## config.mk

```make
export PLATFORM = sky130hd
export DESIGN_NAME = mips_fact_periph
export DESIGN_NICKNAME = d
export VERILOG_FILES = /design/src/rtl/mips_periph_pkg.sv /design/src/rtl/mips_fact_core.sv /design/src/rtl/mips_fact_periph.sv
export SDC_FILE = /design/constraint.sdc
export NUM_CORES = 1
export LEC_CHECK = 0
export CORE_ASPECT_RATIO = 1.1
export CORE_MARGIN = 5
export CORE_UTILIZATION = 35
export CTS_CLUSTER_DIAMETER = 100
export DETAILED_ROUTE_END_ITERATION = 8
export PLACE_DENSITY = 0.64
export SLEW_MARGIN = 15
export SYNTH_ARGS = -nofsm -noshare
export SYNTH_HDL_FRONTEND = slang
export SYNTH_SLANG_ARGS = --single-unit
```

## constraint.sdc

```tcl
create_clock -name clk -period 4.6 [get_ports clk]
set_clock_uncertainty 0.15 [all_clocks]
set_input_delay 0.92 -clock clk [delete_from_list [all_inputs] [get_ports clk]]
set_output_delay 0.92 -clock clk [all_outputs]
set_load 0.05 [all_outputs]
```

## src/rtl/mips_periph_pkg.sv

```systemverilog
// Shared constants and types for the memory-mapped peripherals on the MIPS bus.
package mips_periph_pkg;

    localparam logic [1:0] FACT_N_OFF   = 2'd0;
    localparam logic [1:0] FACT_GO_OFF  = 2'd1;
    localparam logic [1:0] FACT_ST_OFF  = 2'd2;
    localparam logic [1:0] FACT_RES_OFF = 2'd3;

    localparam int FACT_MAX_N = 12;

    typedef enum logic [1:0] {
        FACT_IDLE,
        FACT_BUSY,
        FACT_DONE
    } fact_state_e;

endpackage

```

## src/rtl/mips_fact_core.sv

```systemverilog
// Iterative factorial engine: one multiply per cycle, sticky done/err flags.
//   state     | meaning
//   FACT_IDLE | out of reset, nothing computed yet
//   FACT_BUSY | multiplying product by cnt, counting cnt down
//   FACT_DONE | result (or error) held until the next accepted start
module mips_fact_core
    import mips_periph_pkg::*;
#(
    parameter int DATA_W = 32,
    parameter int N_W    = 4,
    parameter int MAX_N  = FACT_MAX_N
) (
    input  logic              clk,
    input  logic              rst_n,
    input  logic              start_i,
    input  logic [N_W-1:0]    n_i,
    output logic              busy_o,
    output logic              done_o,
    output logic              err_o,
    output logic [DATA_W-1:0] product_o
);

    localparam logic [N_W-1:0]    MAX_N_L = N_W'(MAX_N);
    localparam logic [N_W-1:0]    CNT_ONE = N_W'(1);
    localparam logic [DATA_W-1:0] PROD_ONE = DATA_W'(1);

    fact_state_e       state_q, state_d;
    logic [N_W-1:0]    cnt_q, cnt_d;
    logic [DATA_W-1:0] product_q, product_d;
    logic              done_q, done_d;
    logic              err_q, err_d;

    always_ff @(posedge clk) begin
        if (!rst_n) begin
            state_q   <= FACT_IDLE;
            cnt_q     <= '0;
            product_q <= '0;
            done_q    <= 1'b0;
            err_q     <= 1'b0;
        end else begin
            state_q   <= state_d;
            cnt_q     <= cnt_d;
            product_q <= product_d;
            done_q    <= done_d;
            err_q     <= err_d;
        end
    end

    always_comb begin
        state_d   = state_q;
        cnt_d     = cnt_q;
        product_d = product_q;
        done_d    = done_q;
        err_d     = err_q;
        case (state_q)
            FACT_BUSY: begin
                if (cnt_q > CNT_ONE) begin
                    product_d = product_q * DATA_W'(cnt_q);
                    cnt_d     = cnt_q - CNT_ONE;
                end else begin
                    state_d = FACT_DONE;
                    done_d  = 1'b1;
                end
            end
            default: begin
                if (start_i) begin
                    if (n_i > MAX_N_L) begin
                        // Overflowing operand: report immediately, never expose a partial product
                        state_d   = FACT_DONE;
                        done_d    = 1'b1;
                        err_d     = 1'b1;
                        product_d = '0;
                    end else begin
                        state_d   = FACT_BUSY;
                        cnt_d     = n_i;
                        product_d = PROD_ONE;
                        done_d    = 1'b0;
                        err_d     = 1'b0;
                    end
                end
            end
        endcase
    end

    assign busy_o    = (state_q == FACT_BUSY);
    assign done_o    = done_q;
    assign err_o     = err_q;
    assign product_o = product_q;

endmodule

```

## src/rtl/mips_fact_periph.sv

```systemverilog
// Factorial peripheral: N register, bus write decode and combinational read mux.
module mips_fact_periph
    import mips_periph_pkg::*;
#(
    parameter int DATA_W = 32,
    parameter int N_W    = 4,
    parameter int MAX_N  = FACT_MAX_N
) (
    input  logic              clk,
    input  logic              rst_n,
    input  logic [1:0]        a,
    input  logic              we,
    input  logic [DATA_W-1:0] wd,
    output logic [DATA_W-1:0] rd
);

    logic [N_W-1:0]    n_q, n_d;
    logic              busy, done, err, start;
    logic [DATA_W-1:0] product;
    logic              unused_wd;

    assign unused_wd = ^wd[DATA_W-1:N_W];

    assign start = we && (a == FACT_GO_OFF) && wd[0] && !busy;

    always_comb begin
        n_d = n_q;
        if (we && (a == FACT_N_OFF) && !busy) begin
            n_d = wd[N_W-1:0];
        end
    end

    always_ff @(posedge clk) begin
        if (!rst_n) begin
            n_q <= '0;
        end else begin
            n_q <= n_d;
        end
    end

    mips_fact_core #(
        .DATA_W (DATA_W),
        .N_W    (N_W),
        .MAX_N  (MAX_N)
    ) u_core (
        .clk       (clk),
        .rst_n     (rst_n),
        .start_i   (start),
        .n_i       (n_q),
        .busy_o    (busy),
        .done_o    (done),
        .err_o     (err),
        .product_o (product)
    );

    always_comb begin
        rd = '0;
        case (a)
            FACT_N_OFF:  rd = DATA_W'(n_q);
            FACT_GO_OFF: rd = {{(DATA_W-1){1'b0}}, busy};
            FACT_ST_OFF: rd = {{(DATA_W-3){1'b0}}, busy, err, done};
            default:     rd = (done && !err) ? product : '0;
        endcase
    end

endmodule

```

==> results_dict.tcl <==
set metrics [dict create \
    final_cell_mix "and2_1 (119), inv_1 (114), nand2_1 (76), fa_1 (57), dfxtp_1 (44)" \
    status "completed" \
    power_mw 0.863 \
    htree_levels 2 \
    dp_slack_ps 287 \
    p_leak_nw 3.20 \
    switching_share 0.217 \
    maxSlewViolCount 0 \
    ys_types 48 \
    regArea_um2 881 \
    crit_chain "nand2_1 > fa_1 > fa_1 > inv_1 > ha_1 > a21oi_1 > o21ai_1 > and2_4 > a211o_1 > a211oi_2 > a32o_2 > nor4_1 > a211o_1" \
    grt_max_degree 24 \
    grt_overflow_total 0 \
    synth_seq_area_share 0.153 \
    ctsResizeCount 0 \
    portBuffers 40 \
    crit_arrival_ps 4340 \
    core_area_mm2 0.0162 \
    nFillCells 1595 \
    totalWireLength_mm 13.1 \
    grtUsageTotal 0.142 \
    critPathKind "flip-flop to flip-flop" \
    grt_first_pass_wirelength_mm 23.1 \
    drtIter0Drc 214 \
    post_cts_buffers 0 \
    power_density_mw_per_mm2 126 \
    hold_buffers 0 \
    utilization 0.421 \
    cp-start-kind "flip-flop" \
    cts-root-buf "clkbuf_16" \
    clock-sinks 44 \
    synth.avg_cell_area_um2 7.74 \
    dr.pass1.iters 4 \
    clk_latency_ps 290 \
    antenna_left 0 \
    max_freq_mhz 232 \
    routabilityCongestion 0.829 \
    num_rows 49 \
    cp_slowest_cell "dfxtp_1" \
    num-nets-final 892 \
    cts_made_buffers 5 \
    drive_gt1_frac 0.0719 \
    finalWorstSetupSlack_ps 291 \
    power.share.clock 0.497 \
    worst-slew-pin-transition_ps 1040 \
    p_seq_frac 0.449 \
    final_common_cell "and2_1" \
    min_period_ps 4310 \
    diodes 0 \
    routed_via_density 4.99 \
    vias 4831 \
    maxCapViolCount 0 \
    rsz0062_at_grt "no" \
    grt_pass1_vias 4872 \
    die_w_um 132 \
    setup_viol 0 \
    relSlewSlack 0.301 \
    yosys_warnings 0 \
    slowest_delay_ps 690 \
    holdWs_ps 346 \
    tns_ps 0 \
    crit_required_ps 4630 \
    cts_buffer_depth 2 \
    dieArea_mm2 0.0191 \
    routedWlPerCell_um 13.6 \
    initial_core_util 0.354 \
    multi_input_area_mm2 0.00430 \
    antenna_found_initial 0 \
    crit_fanout 14 \
    synthesis.nets 871 \
    syn_inst 743 \
    synth-edff-count 0 \
    cp-end-kind "flip-flop" \
    clkSlewWorstSetupHoldPaths_ps 70 \
    power.internal_mw 0.676 \
    cts_tree "done" \
    hold_violations 0 \
    ys_ff_latch 44 \
    synth_area_mm2 0.00575 \
    holdCritPathClass "flip-flop to flip-flop" \
    post-route-period-util 0.937 \
    async_flop_share 0 \
    dp_hpwl_mm 10.2 \
    drcViolationCount 0 \
    die_h_um 144 \
    p_comb_frac 0.053 \
    io_pins 69 \
    syn2layout_area_growth_pct 19.0 \
    max-vdd-ir-drop_mv 0.116 \
    switching_power_mw 0.187 \
    synth_ff_type "dfxtp_1" \
]
[state kept, by name (all words and copies together), names as in the netlist]
name	count
n_q	4
u_core.err_o	1
u_core.product_o	32
u_core.state_q	2
u_core.done_o	1
u_core.cnt_q	4
[path summary, 6_finish.rpt]
check	end	slack (ps)	cells past startpoint	from
min reg2reg	u_core.product_o[31]$_SDFFE_PN0P_	350	2	u_core.product_o[31]$_SDFFE_PN0P_
min	u_core.product_o[31]$_SDFFE_PN0P_	350	2	u_core.product_o[31]$_SDFFE_PN0P_
max	u_core.product_o[29]$_SDFFE_PN0P_	290	13	u_core.cnt_q[3]$_SDFFE_PN0P_
max reg2reg	u_core.product_o[29]$_SDFFE_PN0P_	290	13	u_core.cnt_q[3]$_SDFFE_PN0P_
[power by group through the flow]
stage                     Sequential [mW]  Clock, mW  Combinational [mW]
after floorplan                     0.394          0              0.0290
after detailed placement            0.397          0              0.0461
after global placement              0.396          0              0.0456
after global routing                0.388      0.457              0.0501
after CTS                           0.388      0.437              0.0462
final                               0.388      0.429              0.0458
[cells by family after synthesis]
group	count (synthesis)	synth area share
multiplexers	8	0.0139
flip-flops	44	0.153
XOR/XNOR	30	0.0457
adder cells (fa/ha/maj)	91	0.272
buffers and inverters	150	0.0986
AO/OA/AOI/OAI	144	0.159
AND/OR/NAND/NOR	276	0.257
[worst max-delay path, delay by kind of cell (launching register included)]
kind / cells / cell delay (ps)
buffers and inverters: 1 / 70
DFF: 1 / 690
AOI/OAI and AO/OA: 6 / 1560
adders and majority gates: 3 / 1350
and+or+nand+nor: 3 / 380
[metrics by stage]
stage,instances,cell area [µm²]
after floorplan,743,5750
after global placement,961,6660
after detailed placement,961,6660
after CTS,969,6840
after global routing,969,6840
final,969,6840
[synthesized netlist by cell type (2+ instances only)]
cell type  count  area, µm²
buf_2          3       15.0
nor2b_1       27        169
a211o_1        2       17.5
ha_1          34        425
o21ai_0       41        205
clkbuf_1      32        120
o211a_1        2       20.0
o21bai_1       2       15.0
nor3_1         7       35.0
nand3_1        8       40.0
xnor2_1       14        123
a31oi_1        3       18.8
or3_1          2       12.5
dfxtp_1       44        881
o21ai_1        5       25.0
a211oi_2       2       25.0
a22o_1         2       17.5
o31ai_1        2       15.0
nand4_1        6       37.5
fa_1          57       1140
o21a_1         2       15.0
a22oi_1       14        105
mux2i_1        8       80.1
nand2b_1       2       12.5
o211ai_1       2       15.0
and4b_1        2       20.0
a21o_1        17        128
a21oi_1       36        180
nor2_1        22       82.6
and2_1       119        744
a211oi_1       4       30.0
nand2_1       76        285
inv_1        114        428
xor2_1        16        140
[layout make-up]
class,count,area share
inverters,114,0.0625
multi-input cells,549,0.629
clock buffers,6,0.0203
flip-flops and latches,44,0.129
well taps,204,0.0373
repair buffers,50,0.117
clock inverters,2,0.00567
[routing by layer]
metal / track usage / part of all wire
met1: 0.189 / 0.47
met2: 0.251 / 0.49
met3: 0.0157 / 0.024
met4: 0.0300 / 0.013
met5: 0 / 0
(Power assumes the default switching activity.)
